$ cat config.mk
export PLATFORM = sky130hd
export DESIGN_NAME = mult_stream_nch
export DESIGN_NICKNAME = d
export VERILOG_FILES = /design/src/rtl/mult_stream_pkg.sv /design/src/rtl/mult_stream_round_clip.sv /design/src/rtl/mult_stream_nch.sv
export SDC_FILE = /design/constraint.sdc
export NUM_CORES = 2
export LEC_CHECK = 0
export BUFFER_PORTS_ARGS = -buffer_cell sky130_fd_sc_hd__buf_2
export CORE_AREA = 5 5 379 269
export DETAILED_ROUTE_END_ITERATION = 7
export DIE_AREA = 0 0 384 274
export GPL_ROUTABILITY_DRIVEN = 0
export GPL_TIMING_DRIVEN = 0
export HOLD_SLACK_MARGIN = 0.12
export PLACE_DENSITY = 0.65
export SYNTH_ARGS = -nofsm -noshare
export SYNTH_HDL_FRONTEND = slang
export SYNTH_SLANG_ARGS = --single-unit
$ cat constraint.sdc
create_clock -name clk -period 8.75 [get_ports clk]
set_input_delay 0.875 -clock clk [delete_from_list [all_inputs] [get_ports clk]]
set_output_delay 0.875 -clock clk [all_outputs]
set_load 0.05 [all_outputs]
$ cat src/rtl/mult_stream_pkg.sv
// Shared constants and helpers for the mult_stream_nch multiplier family.
// Selects the p_tlast source and sizes the full-precision product.
package mult_stream_pkg;

    localparam int unsigned LAST_SRC_A  = 0;
    localparam int unsigned LAST_SRC_B  = 1;
    localparam int unsigned LAST_SRC_OR = 2;

    function automatic int unsigned prod_width(int unsigned width_a, int unsigned width_b);
        return width_a + width_b;
    endfunction

endpackage

$ cat src/rtl/mult_stream_round_clip.sv
// Per-lane output scaling: optional round-half-up, arithmetic shift by DROP_LSB, saturate.
// Rounding is enabled by defining MULT_STREAM_ROUND_EN; otherwise the shift truncates (floor).
module mult_stream_round_clip
    import mult_stream_pkg::*;
#(
    parameter int unsigned WIDTH_IN = 43,
    parameter int unsigned WIDTH_P  = 24,
    parameter int unsigned DROP_LSB = 17
) (
    input  logic [WIDTH_IN-1:0] prod_i,
    output logic [WIDTH_P-1:0]  res_o
);

    // One guard bit so the rounding increment can never wrap a positive product.
    localparam int unsigned WidthExt = WIDTH_IN + 1;

`ifdef MULT_STREAM_ROUND_EN
    localparam logic [WidthExt-1:0] RoundAdd =
        (DROP_LSB == 0) ? '0 : WidthExt'(1) << ((DROP_LSB == 0) ? 0 : DROP_LSB - 1);
`endif

    logic signed [WidthExt-1:0]   ext;
    logic signed [WidthExt-1:0]   rnd;
    logic signed [WidthExt-1:0]   shifted;
    logic [WidthExt-WIDTH_P:0]    upper;

    always_comb begin
        ext = {prod_i[WIDTH_IN-1], prod_i};
`ifdef MULT_STREAM_ROUND_EN
        rnd = ext + RoundAdd;
`else
        rnd = ext;
`endif
        shifted = rnd >>> DROP_LSB;
        // In range exactly when every bit from the output sign upwards agrees.
        upper = shifted[WidthExt-1:WIDTH_P-1];
        if ((&upper) || !(|upper)) begin
            res_o = shifted[WIDTH_P-1:0];
        end else if (shifted[WidthExt-1]) begin
            res_o = {1'b1, {(WIDTH_P-1){1'b0}}};
        end else begin
            res_o = {1'b0, {(WIDTH_P-1){1'b1}}};
        end
    end

endmodule

$ cat src/rtl/mult_stream_nch.sv
// Signed N-lane AXI-stream multiplier: joined A/B inputs, elastic LATENCY-stage pipeline,
// per-lane round/shift/saturate. Define MULT_STREAM_ROUND_EN for round-half-up scaling.
module mult_stream_nch
    import mult_stream_pkg::*;
#(
    parameter int unsigned NCH      = 2,
    parameter int unsigned WIDTH_A  = 25,
    parameter int unsigned WIDTH_B  = 18,
    parameter int unsigned WIDTH_P  = 24,
    parameter int unsigned DROP_LSB = 17,
    parameter int unsigned LATENCY  = 4,
    parameter int unsigned LAST_SRC = 2
) (
    input  logic                   clk,
    input  logic                   reset,
    input  logic [NCH*WIDTH_A-1:0] a_tdata,
    input  logic                   a_tlast,
    input  logic                   a_tvalid,
    output logic                   a_tready,
    input  logic [NCH*WIDTH_B-1:0] b_tdata,
    input  logic                   b_tlast,
    input  logic                   b_tvalid,
    output logic                   b_tready,
    output logic [NCH*WIDTH_P-1:0] p_tdata,
    output logic                   p_tlast,
    output logic                   p_tvalid,
    input  logic                   p_tready
);

    localparam int unsigned WidthFull = prod_width(WIDTH_A, WIDTH_B);

    logic [LATENCY:1]        v_q, v_d;
    logic [LATENCY:1]        last_q, last_d;
    logic [LATENCY:1]        vin;
    logic [LATENCY:1]        rdy;
    logic [LATENCY:1]        ld;
    logic                    accept;
    logic                    last_sel;

    logic [NCH*WIDTH_A-1:0]  a_q, a_d;
    logic [NCH*WIDTH_B-1:0]  b_q, b_d;
    logic [NCH*WidthFull-1:0] prod_mul;
    logic [NCH*WidthFull-1:0] prod_fin;
    logic [NCH*WIDTH_P-1:0]  clip;
    logic [NCH*WIDTH_P-1:0]  p_q, p_d;

    // Stage k may load when empty or when everything downstream of it can move.
    always_comb begin
        logic r;
        r = p_tready;
        rdy = '0;
        for (int k = LATENCY; k >= 1; k--) begin
            r = ~v_q[k] | r;
            rdy[k] = r;
        end
    end

    assign accept   = a_tvalid & b_tvalid & rdy[1];
    assign a_tready = b_tvalid & rdy[1];
    assign b_tready = a_tvalid & rdy[1];

    always_comb begin
        case (LAST_SRC)
            LAST_SRC_A:  last_sel = a_tlast;
            LAST_SRC_B:  last_sel = b_tlast;
            LAST_SRC_OR: last_sel = a_tlast | b_tlast;
            default:     last_sel = a_tlast | b_tlast;
        endcase
    end

    always_comb begin
        vin    = '0;
        v_d    = v_q;
        last_d = last_q;
        vin[1] = accept;
        for (int k = 2; k <= LATENCY; k++) begin
            vin[k] = v_q[k-1];
        end
        ld = rdy & vin;
        for (int k = 1; k <= LATENCY; k++) begin
            if (rdy[k]) begin
                v_d[k] = vin[k];
            end
        end
        if (ld[1]) begin
            last_d[1] = last_sel;
        end
        for (int k = 2; k <= LATENCY; k++) begin
            if (ld[k]) begin
                last_d[k] = last_q[k-1];
            end
        end
        a_d = ld[1] ? a_tdata : a_q;
        b_d = ld[1] ? b_tdata : b_q;
        p_d = ld[LATENCY] ? clip : p_q;
    end

    for (genvar i = 0; i < NCH; i++) begin : g_lane
        logic signed [WidthFull-1:0] a_ext;
        logic signed [WidthFull-1:0] b_ext;

        assign a_ext = WidthFull'($signed(a_q[i*WIDTH_A +: WIDTH_A]));
        assign b_ext = WidthFull'($signed(b_q[i*WIDTH_B +: WIDTH_B]));
        assign prod_mul[i*WidthFull +: WidthFull] = a_ext * b_ext;

        mult_stream_round_clip #(
            .WIDTH_IN (WidthFull),
            .WIDTH_P  (WIDTH_P),
            .DROP_LSB (DROP_LSB)
        ) u_round_clip (
            .prod_i (prod_fin[i*WidthFull +: WidthFull]),
            .res_o  (clip[i*WIDTH_P +: WIDTH_P])
        );
    end

    // Stage 2 holds the full product; any stages before the output stage only delay it.
    if (LATENCY > 2) begin : g_pipe
        logic [NCH*WidthFull-1:0] prod_q [2:LATENCY-1];
        logic [NCH*WidthFull-1:0] prod_d [2:LATENCY-1];

        always_comb begin
            prod_d[2] = ld[2] ? prod_mul : prod_q[2];
            for (int k = 3; k <= LATENCY - 1; k++) begin
                prod_d[k] = ld[k] ? prod_q[k-1] : prod_q[k];
            end
        end

        always_ff @(posedge clk) begin
            prod_q <= prod_d;
        end

        assign prod_fin = prod_q[LATENCY-1];
    end else begin : g_nopipe
        assign prod_fin = prod_mul;
    end

    always_ff @(posedge clk or negedge reset) begin
        if (!reset) begin
            v_q    <= '0;
            last_q <= '0;
            p_q    <= '0;
        end else begin
            v_q    <= v_d;
            last_q <= last_d;
            p_q    <= p_d;
        end
    end

    always_ff @(posedge clk) begin
        a_q <= a_d;
        b_q <= b_d;
    end

    assign p_tvalid = v_q[LATENCY];
    assign p_tlast  = last_q[LATENCY];
    assign p_tdata  = p_q;

endmodule

==> flow_summary.toml <==
[floorplan]
die_x_um = 384
chipHeight_um = 274
io_pins = 145
die-area_um2 = 105000
start_util = 0.398
fp.coreArea_um2 = 97500
num_rows = 96

[route]
drt_first_pass_iters = 6
drc = 0
vias = 26616
avgViaCountPerCell = 4.90
totalWireLength_mm = 107
wl_per_cell_um = 19.8
postRouteAntennaNets = 0
drt-initial-drc-count = 2441

[run_status]
status = "finished clean"

[sta]
fmax_ghz = 0.123
maxSlewViolCount = 0
worst_slack_ns = 0.640
hold_violations = 0
tns_ns = 0
fin_crit_sh = 0.927
tightest_slew_ns = 0.961
period_needed_ns = 8.11
slew_headroom = 0.355
rsz0062_at_grt = "false"
setup_viol = 0
skew_ns = 0.0327

[setup_path]
critPathKind = "flop to flop"
crit_arrival_ns = 8.36
ff2ff_setup_slack_ns = 0.64
r2r_cells = 21
cp-start-kind = "flop"
crit_end = "g_pipe.prod_q[128]"
crit_required_ns = 9.00
reg2reg_from = "b_q[9]"
cp_max_fo = 10
crit_path_start = "b_q[9]"
worst_setup_path_end_kind = "flop"
r2r_end = "g_pipe.prod_q[128]"

[clock_tree]
cts_tree = "done"
cts_setup_buffers = 0
numCtsBuffers = 28
root_buffer = "clkbuf_16"
clock_latency_ns = 0.60
cts_hold_buffers = 0
clk_pin_slew_ns = 0.07
htreeDepth = 1
cts_sinks = 246
clockBufferDepth = 3
postCtsResizedCells = 0

[cells_and_area]
design_area_um2 = 42200
syn2layout_area_growth_pct = 8.70
final_layout_size_suffix_gt1_frac = 0.0514
nets = 5258

[placement]
dpl.hpwl_mm = 90.0
numPortBuffers = 144
dp_worst_setup_slack_ns = 0.815
postPlaceCellArea_um2 = 41300

[synth]
yosys.cell_count.top_type = "inv_1"
synth_cells = 3902
syn_nets = 5079
postSynthRegisterBits = 246
syn_area_per_cell_um2 = 9.95
synth_flop_cell = "edfxtp_1"
synthesis.area_um2 = 38800
synth.distinct_cells = 53
synthTopCellsByArea = "fa_1 45%, edfxtp_1 15%, inv_1 9.8%"
yosysTopAreaCell = "fa_1"
ys_seq_area_frac = 0.183
synth_top_area_share = 0.454
yosysWarnings = 0
synth_edf_count = 190
synth_top_cells_by_count = "1010 x inv_1, 880 x fa_1, 606 x nand2_1, 325 x and2_1, 204 x ha_1"
async_flop_share = 0.228

[global_routing]
grtUsageTotal = 0.209
grt_pass1_wl_mm = 169
grt_overflow = 0
grt_max_degree = 61
grt_pass1_vias = 28333
antenna_found_initial = 6

[worst_hold_path]
hp-class = "primary input to asynchronous set/reset pin"

[job]
maxCapViolCount = 0
## area by class of cell
class / instances / area (um2)
fillers: 9430 / 55300
multi-input cells: 2482 / 27300
flip-flops and latches: 246 / 7110
inverters: 1010 / 3790
well taps: 1323 / 1660
repair buffers: 149 / 801
clock buffers: 33 / 719
plain buffers: 164 / 616
clock inverters: 19 / 194
diodes: 2 / 5.00
## worst max-delay path, cell delays in order (launching register included)
cell       delay, ns
edfxtp_1        0.32
clkbuf_1        0.60
clkbuf_1        0.54
nand2_1         0.17
fa_1            0.57
inv_1           0.10
fa_1            0.51
fa_1            0.57
fa_1            0.51
fa_1            0.49
inv_1           0.05
fa_1            0.48
inv_1           0.04
ha_1            0.38
nand4_1         0.26
nor2_1          0.23
nand2_1         0.07
o2111ai_1       0.47
nand3_1         0.12
nand2_1         0.31
o221ai_1        0.20
xnor2_1         0.76
## kinds of logic after synthesis
family          after synthesis  share of synthesized area
buf+inv                    1174                      0.113
simple gates               1116                      0.133
fa+ha+maj                  1084                      0.519
flops                       246                      0.183
compound gates              208                     0.0337
xor+xnor                     69                     0.0156
mux                           5                    0.00145
## flip-flops by register name, indices dropped and copies added (netlist names)
signal,flops
a_q,50
b_q,36
g_pipe.prod_q,52
last_q,4
p_tdata,48
prod_fin,52
v_q,4
## routing by layer
layer  GRT usage  vias up  share of wire
li1            -    11706              -
met1       0.326    13455           0.46
met2       0.283     1316           0.39
met3      0.0701      135           0.13
met4      0.0356        4          0.019
met5           0        -        0.00020
## through the flow
| step | utilization | std cells | hold slack (ns) |
|---|---|---|---|
| after CTS | 0.433 | 5426 | 0.395 |
| final | 0.433 | 5428 | 0.364 |
| after global placement | 0.423 | 5369 | 0.401 |
| after floorplan | - | 3902 | 0.400 |
| after global routing | 0.433 | 5426 | 0.396 |
| after detailed placement | 0.423 | 5374 | 0.405 |
## layout by cell type, fill, tap and decap left out, drive strengths merged, types with 5 or more instances in the layout
master and n:
ha 204, xor2 16, xnor2 53, nand4 10
and2 325, clkinv 13, fa 880, nor2 111
a211oi 13, edfxtp 190, o211ai 8, mux2 5
clkbuf 197, nand2 606, a21o 32, inv 1013
and3 8, nand2b 17, o21ai 78, buf 149
nor3 9, nand3 14, a21oi 47, dfrtp 56
## worst min-delay path by stage
stage | start | end | slack [ns]
floorplan | g_pipe.prod_q[103] | prod_fin[17] | 0.40
global placement | g_pipe.prod_q[155] | prod_fin[69] | 0.40
detailed placement | g_pipe.prod_q[160] | prod_fin[74] | 0.40
CTS | a_tdata[37] | a_q[37] | 0.40
global route | reset | p_tdata[8] | 0.40
finish | reset | v_q[2] | 0.36
Power is not shown: default switching activity piles up to over one toggle a cycle in this logic, so the estimate is an artifact.
